==> src/rtl/ac97_frame_gen.sv <==
// AC97 output frame serialiser: slot 0 tag, slot 1/2 register write, slot 3/4 PCM.
// Optional build macro AC97_HOLD_ON_UNDERRUN_EN repeats the last accepted sample on underrun.
module ac97_frame_gen #(
  parameter int          SAMPLE_WIDTH = 20,
  parameter logic [1:0]  CODEC_ID     = 2'b00
) (
  input  logic                    clk,
  input  logic                    rst_b,
  input  logic [SAMPLE_WIDTH-1:0] sample,
  input  logic                    sample_valid,
  output logic                    sample_ready,
  input  logic [6:0]              cmd_addr,
  input  logic [15:0]             cmd_data,
  input  logic                    cmd_valid,
  output logic                    cmd_ready,
  output logic                    underrun,
  output logic                    sdata_out,
  output logic                    sync
);

  localparam int PAD = 20 - SAMPLE_WIDTH;

  logic [7:0]              bit_cnt_q, bit_cnt_d;
  logic                    pcm_v_q, pcm_v_d;
  logic                    cmd_v_q, cmd_v_d;
  logic [SAMPLE_WIDTH-1:0] sample_q, sample_d;
  logic [6:0]              addr_q, addr_d;
  logic [15:0]             data_q, data_d;
  logic                    underrun_q, underrun_d;
  logic                    sdata_q, sdata_d;
  logic                    sync_q, sync_d;

  logic                    frame_end;
  logic                    sample_xfer;
  logic                    cmd_xfer;
  logic [15:0]             tag;
  logic [19:0]             slot1;
  logic [19:0]             slot2;
  logic [19:0]             pcm_slot;
  logic [95:0]             frame_head;
  logic [95:0]             frame_serial;

  assign frame_end    = (bit_cnt_q == 8'hFF);
  assign sample_ready = frame_end && rst_b;
  assign cmd_ready    = frame_end && rst_b;
  assign sample_xfer  = sample_valid && sample_ready;
  assign cmd_xfer     = cmd_valid && cmd_ready;

  // Slots are built only from the latches, never from the live inputs.
  assign tag      = {cmd_v_q | pcm_v_q, cmd_v_q, cmd_v_q, pcm_v_q, pcm_v_q, 9'b0, CODEC_ID};
  assign slot1    = {1'b0, addr_q, 12'b0};
  assign slot2    = {data_q, 4'b0};
  assign pcm_slot = pcm_v_q ? (20'(sample_q) << PAD) : 20'b0;

  assign frame_head = {tag, slot1, slot2, pcm_slot, pcm_slot};

  // Bit-reverse the head so the bit counter indexes it directly, MSB first on the wire.
  genvar gi;
  generate
    for (gi = 0; gi < 96; gi++) begin : g_serial
      assign frame_serial[gi] = frame_head[95-gi];
    end
  endgenerate

  always_comb begin
    bit_cnt_d  = bit_cnt_q + 8'd1;
    pcm_v_d    = pcm_v_q;
    cmd_v_d    = cmd_v_q;
    sample_d   = sample_q;
    addr_d     = addr_q;
    data_d     = data_q;
    underrun_d = frame_end && !sample_valid;
    sdata_d    = (bit_cnt_q < 8'd96) ? frame_serial[bit_cnt_q[6:0]] : 1'b0;
    sync_d     = (bit_cnt_q < 8'd16);

    if (frame_end) begin
      cmd_v_d = cmd_xfer;
      addr_d  = cmd_xfer ? cmd_addr : 7'd0;
      data_d  = cmd_xfer ? cmd_data : 16'd0;
`ifdef AC97_HOLD_ON_UNDERRUN_EN
      pcm_v_d  = sample_xfer | pcm_v_q;
      sample_d = sample_xfer ? sample : sample_q;
`else
      pcm_v_d  = sample_xfer;
      sample_d = sample_xfer ? sample : '0;
`endif
    end
  end

  always_ff @(posedge clk or negedge rst_b) begin
    if (!rst_b) begin
      bit_cnt_q  <= 8'd0;
      pcm_v_q    <= 1'b0;
      cmd_v_q    <= 1'b0;
      sample_q   <= '0;
      addr_q     <= 7'd0;
      data_q     <= 16'd0;
      underrun_q <= 1'b0;
      sdata_q    <= 1'b0;
      sync_q     <= 1'b0;
    end else begin
      bit_cnt_q  <= bit_cnt_d;
      pcm_v_q    <= pcm_v_d;
      cmd_v_q    <= cmd_v_d;
      sample_q   <= sample_d;
      addr_q     <= addr_d;
      data_q     <= data_d;
      underrun_q <= underrun_d;
      sdata_q    <= sdata_d;
      sync_q     <= sync_d;
    end
  end

  assign underrun  = underrun_q;
  assign sdata_out = sdata_q;
  assign sync      = sync_q;

endmodule

==> config.mk <==
export PLATFORM = sky130hd
export DESIGN_NAME = ac97_frame_gen
export DESIGN_NICKNAME = d
export VERILOG_FILES = /design/src/rtl/ac97_frame_gen.sv
export SDC_FILE = /design/constraint.sdc
export NUM_CORES = 1
export LEC_CHECK = 0
export CAP_MARGIN = 40
export CORE_ASPECT_RATIO = 0.6
export CORE_MARGIN = 3
export CORE_UTILIZATION = 50
export DETAILED_ROUTE_END_ITERATION = 8
export PLACE_DENSITY = 0.81
export SLEW_MARGIN = 25
export SYNTH_ARGS = -nofsm -noshare
export SYNTH_HDL_FRONTEND = slang
export SYNTH_SLANG_ARGS = --single-unit
==> constraint.sdc <==
create_clock -name clk -period 3.59 [get_ports clk]
set_input_delay 0.359 -clock clk [delete_from_list [all_inputs] [get_ports clk]]
set_output_delay 0.359 -clock clk [all_outputs]
set_load 0.02 [all_outputs]
==> results of run 1 <==
[power groups by stage]
| stage | registers (mW) | clock network (mW) | logic, mW |
|---|---|---|---|
| global placement | 0.643 | 0 | 0.0642 |
| detailed placement | 0.643 | 0 | 0.0650 |
| global route | 0.630 | 0.503 | 0.0696 |
| finish | 0.630 | 0.468 | 0.0635 |
| CTS | 0.630 | 0.474 | 0.0653 |
| floorplan | 0.643 | 0 | 0.0000345 |
[routing by layer]
layer	global-route usage [%]	vias up
met5	0	-
met4	6.03	0
met3	5.91	8
met2	28.2	65
met1	29.3	906
li1	-	829
[cells in the mapped netlist, types with 2 or more instances]
cell type	count	share of area (%)
nand3_1	5	0.96
o21ai_0	2	0.38
mux2i_1	3	1.1
xnor2_1	3	1.0
dfrtp_1	56	54
and3_1	3	0.72
buf_4	7	2.0
a21oi_1	3	0.57
mux4_2	9	7.7
nor4_1	2	0.48
nand3_2	2	0.76
a22o_1	43	14
mux4_1	3	3.0
a21o_1	2	0.57
buf_2	2	0.38
mux2_2	3	1.3
buf_6	3	1.3
xor2_1	4	1.3
nor2_1	6	0.86
inv_1	3	0.43
clkbuf_1	7	1.0
nand2_1	4	0.57
nand2b_1	4	0.96
nand4_1	2	0.48
[area by class of cell]
| type | instances | area, um^2 | area share (%) |
|---|---|---|---|
| Clock inverter | 2 | 60.1 | 1.84 |
| Multi-Input combinational cell | 115 | 1080 | 33.1 |
| Clock buffer | 5 | 68.8 | 2.11 |
| Timing Repair Buffer | 57 | 562 | 17.2 |
| Sequential cell | 56 | 1400 | 43.0 |
| Inverter | 3 | 11.3 | 0.345 |
| Tap cell | 63 | 78.8 | 2.42 |
[logic make-up (layout without fill, tap and decap cells)]
kind of cell / Yosys count / after routing
and+or+nand+nor: 32 / 32
xor gates and xnor gates: 7 / 7
AOI/OAI and AO/OA: 57 / 57
muxes: 18 / 18
buffers and inverters: 23 / 67
adders and majority gates: 1 / 1
DFF: 56 / 56
[how the worst max path moves through the flow]
stage | cells past startpoint | slack, ps | to | start
2_1_floorplan | 6 | 1850 | sample_ready | bit_cnt_q[1]$_DFF_PN0_
5_1_grt | 5 | 730 | sample_ready | bit_cnt_q[2]$_DFF_PN0_
6_report | 5 | 850 | sample_ready | bit_cnt_q[2]$_DFF_PN0_
3_5_place_dp | 5 | 1200 | sample_ready | bit_cnt_q[2]$_DFF_PN0_
3_3_place_gp | 5 | 1260 | cmd_ready | bit_cnt_q[2]$_DFF_PN0_
4_1_cts | 5 | 870 | sample_ready | bit_cnt_q[2]$_DFF_PN0_
[state kept, by name, indices dropped and copies added (netlist names)]
signal / flops
sync: 1
cmd_v_q: 1
pcm_v_q: 1
data_q: 16
bit_cnt_q: 8
underrun: 1
sdata_out: 1
sample_q: 20
addr_q: 7
[stage by stage]
| step | power, mW | instance area [um^2] |
|---|---|---|
| 6_report | 1.16 | 3260 |
| 2_1_floorplan | 0.643 | 2620 |
| 5_1_grt | 1.20 | 3260 |
| 4_1_cts | 1.17 | 3230 |
| 3_3_place_gp | 0.707 | 3110 |
| 3_5_place_dp | 0.708 | 3110 |
[critical path, stage by stage (launching register included)]
cell and delay, ps:
dfrtp_1 760, nand3_2 180, nor2_4 170, and3_1 190
and2_1 150, clkdlybuf4s50_1 620
==> metrics.md, run 1 <==
| Metric | Value |
|---|---|
| Final core occ | between 60% and 70% |
| First-pass GRT wire length | just over 9 mm |
| Drt total wl | about 5.6 mm |
| MaxCap Viol Count | 0 |
| Iteration count of the initial detailed-routing pass | 4 |
| Power share of the clock group | 40.3% |
| Synth Area in XOR/XNOR | under 10% |
| Post-CTS setup buffer count | 0 |
| Sw Ratio | 18.4% |
| Min Tclk post-route | around 2700 ps |
| Status | finished clean |
| CTS tree | built |
| Setup TNS | 0 ps |
| PwrDens | about 360 nW/um^2 |
| I/O pins | 52 |
| Gate power share | ~5.5% |
| Vias in the first global route | ~1,800 |
| Met2 routed WL | 2.45 mm |
| Die area | slightly above 6000 um^2 |
| Psw | between 0.2 and 0.25 mW |
| Top FF cell, synth | dfrtp_1 |
| IO Port Bufs | 51 |
| Post-synthesis mux area share | roughly an eighth |
| Layout cells sized above 1 | about an eighth |
| Reg2Reg Setup Slack | 1450 ps |
| Routed wire per std cell | around 19 um |
| Starting Density | a little over half |
| Post-route ant nets | 0 |
| Number of DRC markers in iteration 0 | ~110 |
| CTS Buf Count | 5 |
| Final hold violations | 0 |
| Met3 wire length | around 400 um |
| Crit. End Element | output port |
| # resized after CTS | 0 |
| Mean post-synth cell area | roughly 13 um^2 |
| Synth unique cells | 37 |
| CTS clock-pin slew for the worst setup and hold paths | ~80 ps |
| Dpl ws | approximately 1200 ps |
| Setup WS post-layout | between 800 and 900 ps |
| Hold Worst Slack | around 230 ps |
| CORE AREA | ~4800 um^2 |
| Placed insts | between 200 and 300 |
| Clk_lat worst skew | 310 ps |
| Area delta synth->final | 24.6% |
| Worst setup SP type | register |
| HP Class | input pin to asynchronous set/reset pin |
| Most frequent cells in the layout | dfrtp_1 (56), clkdlybuf4s50_1 (50), a22o_1 (43), mux4_2 (9), nor2_1 (6) |
| Number of nets in the layout | roughly 290 |
| Fill cell count | about 340 |
| Post-synth EDFFs | 0 |
| #FFs+latches synth | between 50 and 60 |
| Commonest non-fill, non-tap cell in the layout | dfrtp_1 |
| Ys Warns | 0 |
| Worst Path Required | 3230 ps |
| Max frequency | between 300 and 400 MHz |
| Hold buffer count at cts | 0 |
| Clk root buf | clkbuf_8 |
| Reg-to-reg critical path endpoint | sdata_out$_DFF_PN0_ |
| Largest family of logic cells by synthesized area | compound AO/OA/AOI/OAI gates |
| Register area share after synthesis | between 50% and 60% |
| Slew @ Worst Pin | roughly 670 ps |
| Synth Area in Compound Gates | roughly 18% |
| Final cycle utilization of the critical path | roughly 76% |
| Leak | 1.50 nW |
| Tot GR Track Use | approximately 20% |
| Total grt overflow | 0 |
| Skew final | around 10 ps |
| Cell-internal power | ~0.95 mW |
| Maximum vdd drop | 182 uV |
| Dpl hpwl | approximately 4.0 mm |
| Row cnt | 19 |
| Antenna cells | 0 |
| GPL Wtd Cong | around 0.83 |
| Kind of critical path | register to output port |
| Largest net degree at the start of global routing | between 50 and 60 |
| Slew Viols, Final | 0 |
| Clk sink count | between 50 and 60 |
| Die height | between 60 and 70 um |
| Simple-Gate Fraction of Synth Area | around 7% |
| Vias post-DR | 1,808 |
| Final Setup Violations | 0 |
| Synthesized net count | between 200 and 250 |
| Die W | approximately 99 um |
| Cell Area, Synth | around 2600 um^2 |
| Critical Path AT | approximately 2400 ps |
| Initial antenna violation count | 0 |
| Slew headroom | approximately 55% |
| DRC viols | 0 |
| Worst Reg2Reg Path Length in Cells | 5 |
| Reg-to-Reg Start | bit_cnt_q[2]$_DFF_PN0_ |
| Synth Area in Adders | less than 1% |
| Top layer in use | met4 |
| Unrepaired setup endpoints after global routing | no |
| Asr flop ratio synth | between 90% and 100% |
| H-tree depth | 2 |
| Syn Inst Count | just under 200 |
| Met1 Wirelength | 2.71 mm |
| Routed vias/inst | ~6.0 |
| Finished Layout Cells | 301 |
| Reg power frac | between 50% and 60% |
| CTS max path bufs | 2 |
| CP Max Fanout | 18 |
Note: power is estimated with default switching activity, not from simulation.
==> run 2: changes to the inputs <==
- CORE_UTILIZATION: 50 -> 46
- PLACE_DENSITY: 0.81 -> 0.78
- clock period: 3.59 -> 2.3 ns (I/O delays scaled with it)
==> run 2 against run 1 <==
Cell area up 0.15%. Hold slack better by 40 ps. Global-route usage down 2.2 points. Die area up 8.0%.
==> metrics.md, run 2 (synthesis gave the netlist of run 1 again) <==
| Metric | Value |
|---|---|
| Buf/Inv on CP | 1 |
| MaxCap Viol Count | 0 |
| Worst Reg2Reg Path Length in Cells | 6 |
| Min Tclk post-route | approximately 2100 ps |
| CORE AREA | ~5300 um^2 |
| Final hold violations | 0 |
| Row cnt | 20 |
| Kind of critical path | register to output port |
| Clk_lat worst skew | approximately 320 ps |
| Dpl hpwl | 3.85 mm |
| Drt total wl | 5.37 mm |
| Die height | between 60 and 70 um |
| Area delta synth->final | 24.8% |
| Max reg flops | 20 |
| Setup TNS | 0 ps |
| Skew final | between 9 and 10 ps |
| CTS tree | built |
| Routed wire per std cell | around 17 um |
| Slew headroom | roughly 48% |
| Largest delay contributor family on the critical path | simple AND/OR/NAND/NOR gates |
| CTS max path bufs | 2 |
| Crit. path cell count | 6 |
| CTS Buf Count | 5 |
| H-tree depth | 2 |
| Initial antenna violation count | 0 |
| CTS clock-pin slew for the worst setup and hold paths | around 110 ps |
| Post-route ant nets | 0 |
| Iteration count of the initial detailed-routing pass | 4 |
| Largest net degree at the start of global routing | 53 |
| Leak | between 1.5 and 2 nW |
| Starting Density | 49.6% |
| Vias in the first global route | ~1,800 |
| Status | finished clean |
| Layout cells sized above 1 | about 14% |
| Biggest register | sample_q |
| DRC viols | 0 |
| Worst setup SP type | register |
| Commonest non-fill, non-tap cell in the layout | dfrtp_1 |
| Routed vias/inst | between 5 and 6 |
| Post-CTS setup buffer count | 0 |
| Antenna cells | 0 |
| Unrepaired setup endpoints after global routing | no |
| GPL Wtd Cong | ~0.87 |
| Clk root buf | clkbuf_8 |
| Die area | 6660 um^2 |
| Total grt overflow | 0 |
| Crit. End Element | output port |
| Tot GR Track Use | between 15 and 20% |
| Die W | about 100 um |
| Worst path max stage delay | 380 ps |
| Tot Pwr | approximately 1.7 mW |
| IO Port Bufs | 51 |
| Vias post-DR | 1,795 |
| CP Max Fanout | 3 |
| Number of nets in the layout | just under 300 |
| Biggest regs | sample_q (20), data_q (16), bit_cnt_q (8) |
| First-pass GRT wire length | 8.91 mm |
| Maximum vdd drop | between 200 and 300 uV |
| PwrDens | 509 nW/um^2 |
| Critical Path AT | roughly 1900 ps |
| Final Setup Violations | 0 |
| HP Class | input pin to asynchronous set/reset pin |
| Worst Path Required | a little over 2000 ps |
| Clk sink count | 56 |
| Final cycle utilization of the critical path | between 90% and 100% |
| I/O pins | 52 |
| Slew @ Worst Pin | 783 ps |
| Slew Viols, Final | 0 |
| Max frequency | between 400 and 500 MHz |
| Crit-path cells | ha_1 > nand2_1 > nor2_4 > and3_1 > and2_1 > dlygate4sd2_1 |
| Most frequent cells in the layout | dfrtp_1 (55), clkdlybuf4s50_1 (48), a22o_1 (43), mux4_2 (9), buf_4 (7) |
| Number of DRC markers in iteration 0 | 74 |
| CP max stage cell | dfrtp_1 |
[run 2: changes by cell type in the layout (fill, tap and decap cells not counted)]
cell | previous run | this run
dlygate4sd2_1 | 0 | 2
dfrtp_2 | 0 | 1
clkinv_4 | 0 | 1
clkinvlp_4 | 0 | 1
dlygate4sd3_1 | 0 | 1
buf_6 | 1 | 0
inv_8 | 0 | 1
clkdlybuf4s50_1 | 50 | 48
dfrtp_1 | 56 | 55
buf_4 | 4 | 7
bufinv_16 | 2 | 0
[run 2: routing by layer]
layer | wire length (um) | vias up | track usage, % | share of wire, %
met2 | 2270 | 45 | 25.2 | 42
met4 | 63 | 0 | 4.85 | 1.2
met3 | 280 | 6 | 4.30 | 5.2
met1 | 2750 | 906 | 26.3 | 51
li1 | - | 838 | - | -
met5 | 0 | - | 0 | 0
[run 2: power breakdown]
| group | internal (mW) | leakage, nW | switching (mW) | total, mW |
|---|---|---|---|---|
| sequential | 0.984 | 0.768 | 0 | 0.984 |
| combinational | 0.0689 | 0.693 | 0.0314 | 0.100 |
| clock | 0.224 | 0.0463 | 0.353 | 0.578 |
| total | 1.28 | 1.51 | 0.384 | 1.66 |
[run 2: cell type report]
cell class              count  area (um^2)
fillers                   409         2010
flip-flops and latches     56         1400
multi-input cells         115         1080
repair buffers             60          581
well taps                  77         96.3
clock buffers               5         68.8
clock inverters             3         27.5
inverters                   3         11.3
[run 2: final timing paths]
path | startpoint | to | slack, ps
setup / recovery | bit_cnt_q[1]$_DFF_PN0_ | cmd_ready | 210
hold / removal | rst_b | data_q[5]$_DFFE_PN0N_ | 270
setup reg to reg | bit_cnt_q[1]$_DFF_PN0_ | sample_q[13]$_DFFE_PN0N_ | 280
hold reg to reg | data_q[8]$_DFFE_PN0N_ | data_q[8]$_DFFE_PN0N_ | 510
max in group asynchronous | rst_b | bit_cnt_q[4]$_DFF_PN0_ | 1140
min in group clk | sample_valid | underrun$_DFF_PN0_ | 480
[run 2: what timing repair did]
item,CTS,global route
endpoints found under the hold margin,4,0
setup endpoints to repair,2,0
gates resized for setup,3,0
hold buffers,1,0
[run 2: metrics by stage]
step,util [%],hold slack (ps),std cells,cell area [um^2],worst slack (ps)
final,61.8,270,319,3270,211
after detailed placement,59.6,83.6,309,3150,210
after CTS,61.6,283,318,3250,198
after floorplan,-,-65.6,194,2620,642
after global placement,59.6,77.1,309,3150,267
after global routing,61.8,281,319,3270,129
==> run 3: changes to the inputs <==
- TNS_END_PERCENT: default -> 5
==> results of run 3 <==
Same layout as run 2: the final DEF is identical, and so are final timing and power.
